**src/rtl/accum_alu_pkg.sv**
```systemverilog
// Shared types for the accumulating ALU: operation encoding and its width.
// No logic, no latency.
// No flow control.
package accum_alu_pkg;

    localparam int OP_W = 2;

    typedef enum logic [OP_W-1:0] {
        OP_ADD  = 2'd0,
        OP_SUB  = 2'd1,
        OP_ACC  = 2'd2,
        OP_LOAD = 2'd3
    } op_e;

endpackage

```
**src/rtl/accum_alu_sat_addsub.sv**
```systemverilog
// Combinational add/subtract with optional unsigned or two's-complement clamping.
// Latency 0 (pure combinational).
// No flow control; the caller registers the outputs.
module sat_addsub #(
    parameter int WIDTH  = 8,
    parameter bit SIGNED = 1'b0
) (
    input  logic [WIDTH-1:0] x,
    input  logic [WIDTH-1:0] y,
    input  logic             sub,
    input  logic             sat_en,
    output logic [WIDTH-1:0] sum,
    output logic             carry,
    output logic             ovf
);

    localparam logic [WIDTH-1:0] SMAX = {1'b0, {(WIDTH-1){1'b1}}};
    localparam logic [WIDTH-1:0] SMIN = {1'b1, {(WIDTH-1){1'b0}}};

    logic [WIDTH:0] raw;
    logic           same_sign;

    always_comb begin
        raw       = sub ? ({1'b0, x} - {1'b0, y}) : ({1'b0, x} + {1'b0, y});
        carry     = raw[WIDTH];
        same_sign = (x[WIDTH-1] == y[WIDTH-1]);
        // Overflow: operands effectively share a sign but the wrapped result flips it.
        ovf       = (sub ? !same_sign : same_sign) && (raw[WIDTH-1] != x[WIDTH-1]);
        sum       = raw[WIDTH-1:0];

        // On overflow the true result always carries the sign of x.
        if (sat_en) begin
            if (SIGNED) begin
                if (ovf) begin
                    sum = x[WIDTH-1] ? SMIN : SMAX;
                end
            end else if (carry) begin
                sum = sub ? '0 : '1;
            end
        end
    end

endmodule

```
**src/rtl/accum_alu.sv**
```systemverilog
// Registered add/sub/accumulate ALU with valid/ready input and a 1-deep result register.
// Latency 1 cycle from accept to out_valid; throughput 1/cycle while out_ready is high.
// Holds result and acc while out_valid && !out_ready; in_ready drops until consumed.
module accum_alu
    import accum_alu_pkg::*;
#(
    parameter int WIDTH  = 8,
    parameter bit SIGNED = 1'b0
) (
    input  logic             clk,
    input  logic             rst_n,
    input  logic             in_valid,
    output logic             in_ready,
    input  logic [OP_W-1:0]  op,
    input  logic             sat_en,
    input  logic [WIDTH-1:0] a,
    input  logic [WIDTH-1:0] b,
    output logic             out_valid,
    input  logic             out_ready,
    output logic [WIDTH-1:0] result,
    output logic             carry,
    output logic             ovf,
    output logic [WIDTH-1:0] acc
);

    op_e             op_q;
    logic            accept;
    logic [WIDTH-1:0] x;
    logic [WIDTH-1:0] y;
    logic [WIDTH-1:0] alu_sum;
    logic            alu_carry;
    logic            alu_ovf;

    assign op_q     = op_e'(op);
    assign in_ready = rst_n && (!out_valid || out_ready);
    assign accept   = in_valid && in_ready;

    // ACC reuses the adder with the accumulator standing in for operand A.
    assign x = (op_q == OP_ACC) ? acc : a;
    assign y = (op_q == OP_ACC) ? a   : b;

    sat_addsub #(
        .WIDTH  (WIDTH),
        .SIGNED (SIGNED)
    ) u_sat_addsub (
        .x      (x),
        .y      (y),
        .sub    (op_q == OP_SUB),
        .sat_en (sat_en),
        .sum    (alu_sum),
        .carry  (alu_carry),
        .ovf    (alu_ovf)
    );

    always_ff @(posedge clk) begin
        if (!rst_n) begin
            out_valid <= 1'b0;
            result    <= '0;
            carry     <= 1'b0;
            ovf       <= 1'b0;
            acc       <= '0;
        end else if (accept) begin
            out_valid <= 1'b1;
            case (op_q)
                OP_LOAD: begin
                    result <= a;
                    acc    <= a;
                    carry  <= 1'b0;
                    ovf    <= 1'b0;
                end
                OP_ACC: begin
                    result <= alu_sum;
                    acc    <= alu_sum;
                    carry  <= alu_carry;
                    ovf    <= alu_ovf;
                end
                default: begin
                    result <= alu_sum;
                    carry  <= alu_carry;
                    ovf    <= alu_ovf;
                end
            endcase
        end else if (out_ready) begin
            out_valid <= 1'b0;
        end
    end

endmodule

```
**config.mk**
```make
export PLATFORM = sky130hd
export DESIGN_NAME = accum_alu
export DESIGN_NICKNAME = d
export VERILOG_FILES = /design/src/rtl/accum_alu_pkg.sv /design/src/rtl/accum_alu_sat_addsub.sv /design/src/rtl/accum_alu.sv
export SDC_FILE = /design/constraint.sdc
export NUM_CORES = 1
export LEC_CHECK = 0
export ABC_AREA = 1
export BUFFER_PORTS_ARGS = -buffer_cell sky130_fd_sc_hd__buf_2
export CORE_MARGIN = 2
export CORE_UTILIZATION = 60
export CTS_BUF_LIST = sky130_fd_sc_hd__clkbuf_2
export DETAILED_ROUTE_END_ITERATION = 12
export PLACE_DENSITY = 0.85
export SLEW_MARGIN = 10
export SYNTH_ARGS = -nofsm -noshare
export SYNTH_HDL_FRONTEND = slang
export SYNTH_HIERARCHICAL = 1
export SYNTH_SLANG_ARGS = --single-unit
export TNS_END_PERCENT = 30
```
**constraint.sdc**
```tcl
create_clock -name clk -period 11.1 [get_ports clk]
set_input_delay 3.33 -clock clk [delete_from_list [all_inputs] [get_ports clk]]
set_output_delay 3.33 -clock clk [all_outputs]
set_load 0.01 [all_outputs]
```
==> impl_metrics.json <==
{
  "status": "finished, final reports clean",
  "synth_top_area_cell": "nand2_1",
  "p_per_area_mw_per_mm2": 108,
  "rr_startpoint": "acc[0]$_SDFFE_PN0P_",
  "grtUsageTotal": 0.239,
  "routedWlPerCell_um": 10.2,
  "cts.clk_slew.worst_paths_ns": 0.17,
  "ff2ff_path_depth": 16,
  "dieWidth_um": 60.5,
  "clock_sinks": 19,
  "syn_area_sq_mm": 0.00192,
  "yosys-top-cells-count": "104 x nand2_1, 54 x inv_1, 50 x nor2_1",
  "drcViolationCount": 0,
  "htree_levels": 1,
  "drt-initial-drc-count": 156,
  "ctsRootBufferMaster": "clkbuf_2",
  "dp_hpwl_mm": 3.39,
  "postCtsResizedCells": 0,
  "place.gp.congestion": 0.885,
  "portBuffers": 42,
  "async_flop_share": 0,
  "finalMaxSlewViolations": 0,
  "die_y_um": 60.5,
  "num_vias": 1994,
  "cp-start-kind": "input port",
  "crit_fanout": 19,
  "setup_viol": 0,
  "core-area_sq_mm": 0.00305,
  "dr.pass1.iters": 4,
  "finalNetCount": 401,
  "yosysSeqAreaShare": 0.198,
  "synth_top_area_share": 0.204,
  "gr-total-overflow": 0,
  "cts_setup_buffers": 0,
  "maxUsedRoutingLayer": "met3",
  "hold_slack_ns": 0.520,
  "dp_cells": 407,
  "rows": 20,
  "grt_pass1_vias": 1642,
  "worst_ep_arrival_time_ns": 4.08,
  "synth_seq_cells": 19,
  "final.setup_skew_ns": 0.0125,
  "ant_nets": 0,
  "ys.flop_type": "dfxtp_1",
  "leakagePower_nw": 1.29,
  "fin_crit_ns": 7.41,
  "antenna_found_initial": 0,
  "critical_path_class": "input port to output port",
  "rsz0062_at_grt": "false",
  "required_ns": 7.77,
  "hold_path_depth": 4,
  "endpoint_kind": "output port",
  "finalCritPeriodShare": 0.667,
  "hold_violations": 0,
  "max_clock_freq_mhz": 135,
  "via_per_inst": 4.85,
  "min_to": "result[3]$_SDFFE_PN0P_",
  "synthMostInstantiatedCell": "nand2_1",
  "dr_wl_met2_mm": 1.97,
  "start_util": 0.628,
  "syn_nets": 365,
  "dp_slack_ns": 3.71,
  "area_growth_pct": 10.6,
  "cts_inserted_buffers": 3,
  "m1WireLength_mm": 2.04,
  "hold_path_class": "register to register",
  "route.met3.wl_um": 201,
  "reg2reg_slack_ns": 8.57,
  "yosysWarnings": 6,
  "grt_pass1_wl_mm": 6.76,
  "ios": 43,
  "final_cells": 411,
  "holdCritStartpoint": "result[3]$_SDFFE_PN0P_",
  "netlist-cell-type-count": 34,
  "diodes": 0,
  "syn_area_per_cell_sq_um": 5.78,
  "finalWorstSetupSlack_ns": 3.69,
  "synth_area_leaders": "nand2_1 20%, dfxtp_1 20%, inv_1 11%",
  "clk_path_buf_depth": 2,
  "clock_latency_ns": 0.31,
  "irDropWorstVdd_v": 0.0000751,
  "grt_max_degree": 33,
  "fin_setup_tns_ns": 0,
  "syn_inst": 332,
  "worstMarginPinSlew_ns": 0.867,
  "cts_tree": "done",
  "synth_edf_count": 0,
  "r2r-end": "result[1]$_SDFFE_PN0P_",
  "finalWirelength_mm": 4.21,
  "max_cap_viol_count": 0,
  "die-area_sq_mm": 0.00367,
  "relSlewSlack": 0.421,
  "postCtsHoldBufs": 0,
  "drive_above_1_share": 0.161
}
[worst max-delay path by stage]
stage / start / end / slack [ns] / depth (start not counted)
floorplan: rst_n / in_ready / 4.02 / 3
global placement: rst_n / in_ready / 3.73 / 4
CTS: rst_n / in_ready / 3.71 / 4
detailed placement: rst_n / in_ready / 3.71 / 4
finish: rst_n / in_ready / 3.69 / 4
global route: rst_n / in_ready / 3.64 / 4
[through the flow]
step | power [mW] | utilization | cell area (sq um)
after floorplan | 0.175 | - | 1920
after global placement | 0.197 | 0.688 | 2100
after detailed placement | 0.199 | 0.688 | 2100
after CTS | 0.229 | 0.695 | 2120
after global routing | 0.251 | 0.695 | 2120
final | 0.228 | 0.695 | 2120
[routing by layer]
| metal | up-vias | global-route usage |
|---|---|---|
| met4 | 0 | 0.00932 |
| met3 | 0 | 0.0448 |
| met1 | 853 | 0.321 |
| met2 | 53 | 0.424 |
| li1 | 1088 | - |
| met5 | - | 0 |
[logic make-up after synthesis]
logic type / count (synthesis) / synth area share
flip-flops: 19 / 0.198
buffers and inverters: 67 / 0.153
adder cells (fa/ha/maj): 10 / 0.0691
AO/OA/AOI/OAI: 44 / 0.126
AND/OR/NAND/NOR: 183 / 0.412
XOR/XNOR: 9 / 0.0411
[area by class of cell]
type                    count  area, sq um
multi-input cells         246         1240
fillers                   323          932
flip-flops and latches     19          380
inverters                  56          211
repair buffers             42          210
well taps                  44         55.1
clock buffers               3         15.0
clock inverters             1         5.00
[critical path, cell delays in order]
cell and delay [ns]:
buf_2 0.31, inv_1 0.14, a21oi_1 0.14, buf_2 0.15
[state kept, by name, indices dropped and copies added, names as in the netlist]
| register | cells |
|---|---|
| acc | 8 |
| result | 8 |
| carry | 1 |
| out_valid | 1 |
| ovf | 1 |
[layout by cell type (no fill, tap or decap), drive strengths merged]
cell and instances:
ha 9, and2 1, buf 42, o21ai 29, nor2 50, xor2 6, a21oi 12, nand2 107
nand3b 4, o31ai 1, fa 1, a31oi 1, nand3 15, clkbuf 3, a22oi 1, nand4 3
dfxtp 19, xnor2 3, inv 55, or2 3, clkinv 2
[report_power, final]
group | total, mW | switching [mW] | internal [mW] | leakage, nW
logic | 0.123 | 0.0749 | 0.0481 | 1.12
registers | 0.0753 | 0.00213 | 0.0732 | 0.156
clock network | 0.0299 | 0.0218 | 0.00816 | 0.0164
total | 0.228 | 0.0988 | 0.129 | 1.29
Power figures use the tool's default switching activity.
